File: config.mk
export PLATFORM = sky130hd
export DESIGN_NAME = uart_tx_arbiter
export DESIGN_NICKNAME = d
export VERILOG_FILES = /design/src/rtl/uart_tx_arbiter.sv
export SDC_FILE = /design/constraint.sdc
export NUM_CORES = 1
export LEC_CHECK = 0
export ABC_AREA = 1
export CELL_PAD_IN_SITES_DETAIL_PLACEMENT = 1
export CELL_PAD_IN_SITES_GLOBAL_PLACEMENT = 1
export CORE_MARGIN = 5
export CORE_UTILIZATION = 33
export DETAILED_ROUTE_END_ITERATION = 10
export PLACE_DENSITY_LB_ADDON = 0.25
export SLEW_MARGIN = 20
export SYNTH_ARGS = -nofsm -noshare
export SYNTH_HDL_FRONTEND = slang
export SYNTH_SLANG_ARGS = --single-unit
File: constraint.sdc
create_clock -name clk -period 1.8 [get_ports clk]
set_input_delay 0.18 -clock clk [delete_from_list [all_inputs] [get_ports clk]]
set_output_delay 0.18 -clock clk [all_outputs]
set_load 0.05 [all_outputs]
File: src/rtl/uart_tx_arbiter.sv
// uart_tx_arbiter: shares one UART transmitter between two byte sources (req/ack per port).
// Latency: req sampled in ARB_IDLE at edge k -> uart_transmit/ack pulse in cycle k+1.
// Backpressure: no grant while uart_is_transmitting is high; requesters hold req/byte until ack.
//
// Ports:
//   clk, rst                 clock, synchronous active-high reset
//   req0/byte0/ack0          port 0 request, data byte, one-cycle launch ack
//   req1/byte1/ack1          port 1 request, data byte, one-cycle launch ack
//   uart_transmit            one-cycle launch pulse to uart.transmit
//   uart_tx_byte             registered byte to uart.tx_byte
//   uart_is_transmitting     uart.is_transmitting
//   busy                     high whenever the FSM is not in ARB_IDLE
//   last_grant               index of the most recently granted port
//   timeout_err              one-cycle pulse when the UART never started a launched byte
//
// Build option: define UART_ARB_RR_EN for round-robin arbitration; otherwise port 0
// has fixed priority and last_grant is status only.
module uart_tx_arbiter #(
  parameter int START_TIMEOUT = 16
) (
  input  logic       clk,
  input  logic       rst,
  input  logic       req0,
  input  logic [7:0] byte0,
  output logic       ack0,
  input  logic       req1,
  input  logic [7:0] byte1,
  output logic       ack1,
  output logic       uart_transmit,
  output logic [7:0] uart_tx_byte,
  input  logic       uart_is_transmitting,
  output logic       busy,
  output logic       last_grant,
  output logic       timeout_err
);

  typedef enum logic [1:0] {
    ARB_IDLE       = 2'd0,
    ARB_LAUNCH     = 2'd1,
    ARB_WAIT_START = 2'd2,
    ARB_WAIT_DONE  = 2'd3
  } arb_state_t;

  arb_state_t state;
  logic [7:0] start_cnt;
  logic       grant_sel;

  // Winner selection; only consulted in ARB_IDLE when at least one req is high.
  always_comb begin
    grant_sel = 1'b0;
`ifdef UART_ARB_RR_EN
    if (req0 && req1) begin
      grant_sel = ~last_grant;
    end else begin
      grant_sel = ~req0;
    end
`else
    grant_sel = ~req0;
`endif
  end

  always_ff @(posedge clk) begin
    if (rst) begin
      state        <= ARB_IDLE;
      uart_tx_byte <= 8'h00;
      last_grant   <= 1'b1;  // port 0 wins the first contested grant
      start_cnt    <= 8'h00;
    end else begin
      case (state)
        ARB_IDLE: begin
          if (!uart_is_transmitting && (req0 || req1)) begin
            uart_tx_byte <= grant_sel ? byte1 : byte0;
            last_grant   <= grant_sel;
            state        <= ARB_LAUNCH;
          end
        end
        ARB_LAUNCH: begin
          start_cnt <= 8'(START_TIMEOUT);
          state     <= ARB_WAIT_START;
        end
        ARB_WAIT_START: begin
          if (uart_is_transmitting) begin
            state <= ARB_WAIT_DONE;
          end else if (start_cnt == 8'h00) begin
            // Byte is dropped: no retry and no second ack.
            state <= ARB_IDLE;
          end else begin
            start_cnt <= start_cnt - 8'd1;
          end
        end
        ARB_WAIT_DONE: begin
          if (!uart_is_transmitting) begin
            state <= ARB_IDLE;
          end
        end
        default: state <= ARB_IDLE;
      endcase
    end
  end

  // Launch pulse and acks come straight from the state register; last_grant
  // was loaded on the same edge that entered ARB_LAUNCH, so it names the winner.
  assign uart_transmit = (state == ARB_LAUNCH);
  assign ack0          = (state == ARB_LAUNCH) && !last_grant;
  assign ack1          = (state == ARB_LAUNCH) &&  last_grant;
  assign busy          = (state != ARB_IDLE);

  // The watchdog fires in the ARB_WAIT_START cycle where the counter has run out,
  // unless the UART starts in that very cycle (start takes precedence).
  assign timeout_err   = (state == ARB_WAIT_START) && (start_cnt == 8'h00) &&
                         !uart_is_transmitting;

endmodule

==> flow_metrics.tcl <==
set metrics [dict create \
    dr_iter_0_viols 21 \
    fin_tns_setup_ns 0 \
    cts_inserted_buffers 3 \
    vdd_ir_drop_max_mv 0.536 \
    vias_post_dr 1189 \
    viasPerCell 4.72 \
    layout.cells.non_filler 252 \
    syn-mean-instance-area_um2 7.16 \
    area.growth.synth_to_final_pct 39.3 \
    clock_latency_ns 0.30 \
    timing.critical_path.to_type "output pin" \
    worst-path-buf-inv 1 \
    maximum_fanout_along_the_worst_path 4 \
    yosys_register_bits 19 \
    buffer_ports.inserted 34 \
    hold_path_class "reg2reg" \
    netlist_instances 167 \
    number_of_enable_flip_flop_cells_after_synthesis 0 \
    timing.final.crit_period_ns 1.71 \
    rsz0062_at_grt "no" \
    dp_hpwl_um 2840 \
    max_cap_viol_count 0 \
    hold_path_depth 2 \
    timing.critical_path.depth 1 \
    timing.critical_path.slowest_stage_cell "sky130_fd_sc_hd__clkdlybuf4s50_1" \
    power_leakage_nw 0.788 \
    antennaDiodeCount 0 \
    critical_path_required_ns 1.62 \
    syn_area_mm2 0.00120 \
    detail_route.wl_per_cell_um 13.3 \
    cp-start-kind "flop" \
    boundary_pins 35 \
    final.setup_skew_ns 0.00600 \
    grt_first_pass_wirelength_um 5820 \
    criticalPathCategory "reg2out" \
    num-nets-final 235 \
    h-tree-depth 1 \
    grt_start_max_net_pins 17 \
    worst_setup_hold_path_clk_slew_ns 0.12 \
    ff_to_ff_path_depth 9 \
    layout-drive-gt1-share_pct 18.9 \
    fmax_achieved_mhz 584 \
    number_of_global_route_vias_before_repair 1209 \
    route.antenna.remaining_nets 0 \
    slew_viol_final 0 \
    die_area_mm2 0.00493 \
    max_slew.worst_pin.slew_ns 0.514 \
    crit_family "buffers and inverters" \
    cts_num_sinks 19 \
    cts_hold_buffers 0 \
    core_area_mm2 0.00342 \
    synth.net_count 195 \
    synth.top_cells.by_area "sky130_fd_sc_hd__dfxtp_1 32%, sky130_fd_sc_hd__nand2_1 14%, sky130_fd_sc_hd__ha_1 7.3%" \
    critical-path-max-stage-delay_ns 0.83 \
    synth.yosys.seq_area_share_pct 31.8 \
    power_density_mw_per_mm2 1370 \
    dieWidth_um 70.2 \
    cts_setup_buffers 0 \
    routabilityCongestion 0.835 \
    netlist-cell-type-count 26 \
    detailedRoute.firstPassIterationCount 4 \
    worstPathCellList "clkdlybuf4s50_1" \
    cts_tree "yes" \
    netlist.top_cell.by_area "sky130_fd_sc_hd__dfxtp_1" \
    ctsLongestPathBuffers 2 \
    floorplan.rows 21 \
    dp.cells 248 \
    globalRouteTotalUtil_pct 14.3 \
    gr-total-overflow 0 \
    vertical_die_dimension_um 70.2 \
    hold_viol_final 0 \
    synth.top_cell.area_share_pct 31.8 \
    synth_flop_cell "sky130_fd_sc_hd__dfxtp_1" \
    ys_warn_count 0 \
    timing.critical_path.arrival_ns 1.53 \
    root_buffer "sky130_fd_sc_hd__clkbuf_4" \
    grt_antenna_before_repair 0 \
    run_status "completed" \
    combined_area_of_the_multi_input_logic_cells_um2 699 \
    final_min_period_over_clock_period_pct 95.1 \
    seqCellArea_um2 380 \
    routed_wirelength_um 3350 \
    relSlewSlack_pct 65.6 \
    final-setup-viol-count 0 \
    synth_async_sr_flop_share_pct 0 \
    detail_route.drc_violations 0 \
    start_util_pct 35.0 \
    nFillCells 433 \
    reg2reg_slack_ns 0.27 \
]
[cell usage after synthesis (2+ instances only)]
master and instances:
sky130_fd_sc_hd__nand2_2 2, sky130_fd_sc_hd__inv_2 6, sky130_fd_sc_hd__nor2_1 17, sky130_fd_sc_hd__dfxtp_1 19
sky130_fd_sc_hd__nor3_1 3, sky130_fd_sc_hd__o21ai_0 2, sky130_fd_sc_hd__nand2_1 44, sky130_fd_sc_hd__nand4_1 2
sky130_fd_sc_hd__nand3_1 15, sky130_fd_sc_hd__o211a_1 8, sky130_fd_sc_hd__ha_1 7, sky130_fd_sc_hd__nor2_2 6
sky130_fd_sc_hd__a21oi_1 5, sky130_fd_sc_hd__nand3_2 2, sky130_fd_sc_hd__o21ai_1 2, sky130_fd_sc_hd__inv_1 17
[what timing repair did]
action,4_1_cts,5_1_grt
resized for setup,2,2
gates cloned,0,0
setup endpoints to repair,1,1
[sequential cells by signal, summed over array words and instances (netlist names)]
register / flops
last_grant: 1
start_cnt: 8
state: 2
uart_tx_byte: 8
[per-stage QoR]
step	hold slack (ns)	setup WS [ns]	util [%]	total power, mW	cell area (um2)
after global routing	0.538	0.00658	48.8	2.49	1670
final	0.487	0.0890	48.8	2.29	1670
after CTS	0.489	0.0640	48.6	2.30	1660
after detailed placement	0.459	0.214	47.8	2.07	1630
after floorplan	0.249	0.0943	-	1.64	1200
after global placement	0.453	0.295	47.8	2.01	1630
[layout by cell type, fill, tap and decap left out, types with 4 or more instances in the layout]
cell,count
sky130_fd_sc_hd__a21oi_1,5
sky130_fd_sc_hd__buf_12,4
sky130_fd_sc_hd__buf_4,4
sky130_fd_sc_hd__clkdlybuf4s50_1,29
sky130_fd_sc_hd__dfxtp_1,19
sky130_fd_sc_hd__ha_1,7
sky130_fd_sc_hd__inv_1,15
sky130_fd_sc_hd__inv_2,8
sky130_fd_sc_hd__nand2_1,44
sky130_fd_sc_hd__nand3_1,15
sky130_fd_sc_hd__nor2_1,15
sky130_fd_sc_hd__nor2_2,7
sky130_fd_sc_hd__o211a_1,8
[report_power, final]
part / internal (mW) / switching, mW
clock network: 0.0829 / 0.139
logic: 0.540 / 0.919
registers: 0.524 / 0.0863
total: 1.15 / 1.14
[layer usage]
layer	track usage (%)	vias up	routed length, um
li1	-	609	-
met1	17.5	546	1530
met2	25.7	29	1660
met3	2.73	5	131
met4	3.19	0	34
met5	0	-	0
[cell type report]
class                           instances  area share, %
Multi-Input combinational cell        121           42.0
Timing Repair Buffer                   37           24.0
Sequential cell                        19           22.8
Inverter                               25           6.08
Tap cell                               46           3.45
Clock buffer                            3           1.35
Clock inverter                          1          0.300
[worst paths after layout]
kind           startpoint            to
max            last_grant    last_grant
min          start_cnt[0]  start_cnt[0]
max reg2reg      state[1]  start_cnt[2]
min reg2reg  start_cnt[0]  start_cnt[0]
[logic make-up (layout without fill, tap and decap cells)]
group / Yosys count / count (layout) / synth area share [%]
and+or+nand+nor: 95 / 95 / 37.7
buffers and inverters: 27 / 66 / 10.6
AOI/OAI and AO/OA: 19 / 19 / 12.7
DFF: 19 / 19 / 31.8
adders and majority gates: 7 / 7 / 7.32
No activity file was read; power rests on OpenSTA's default activity.
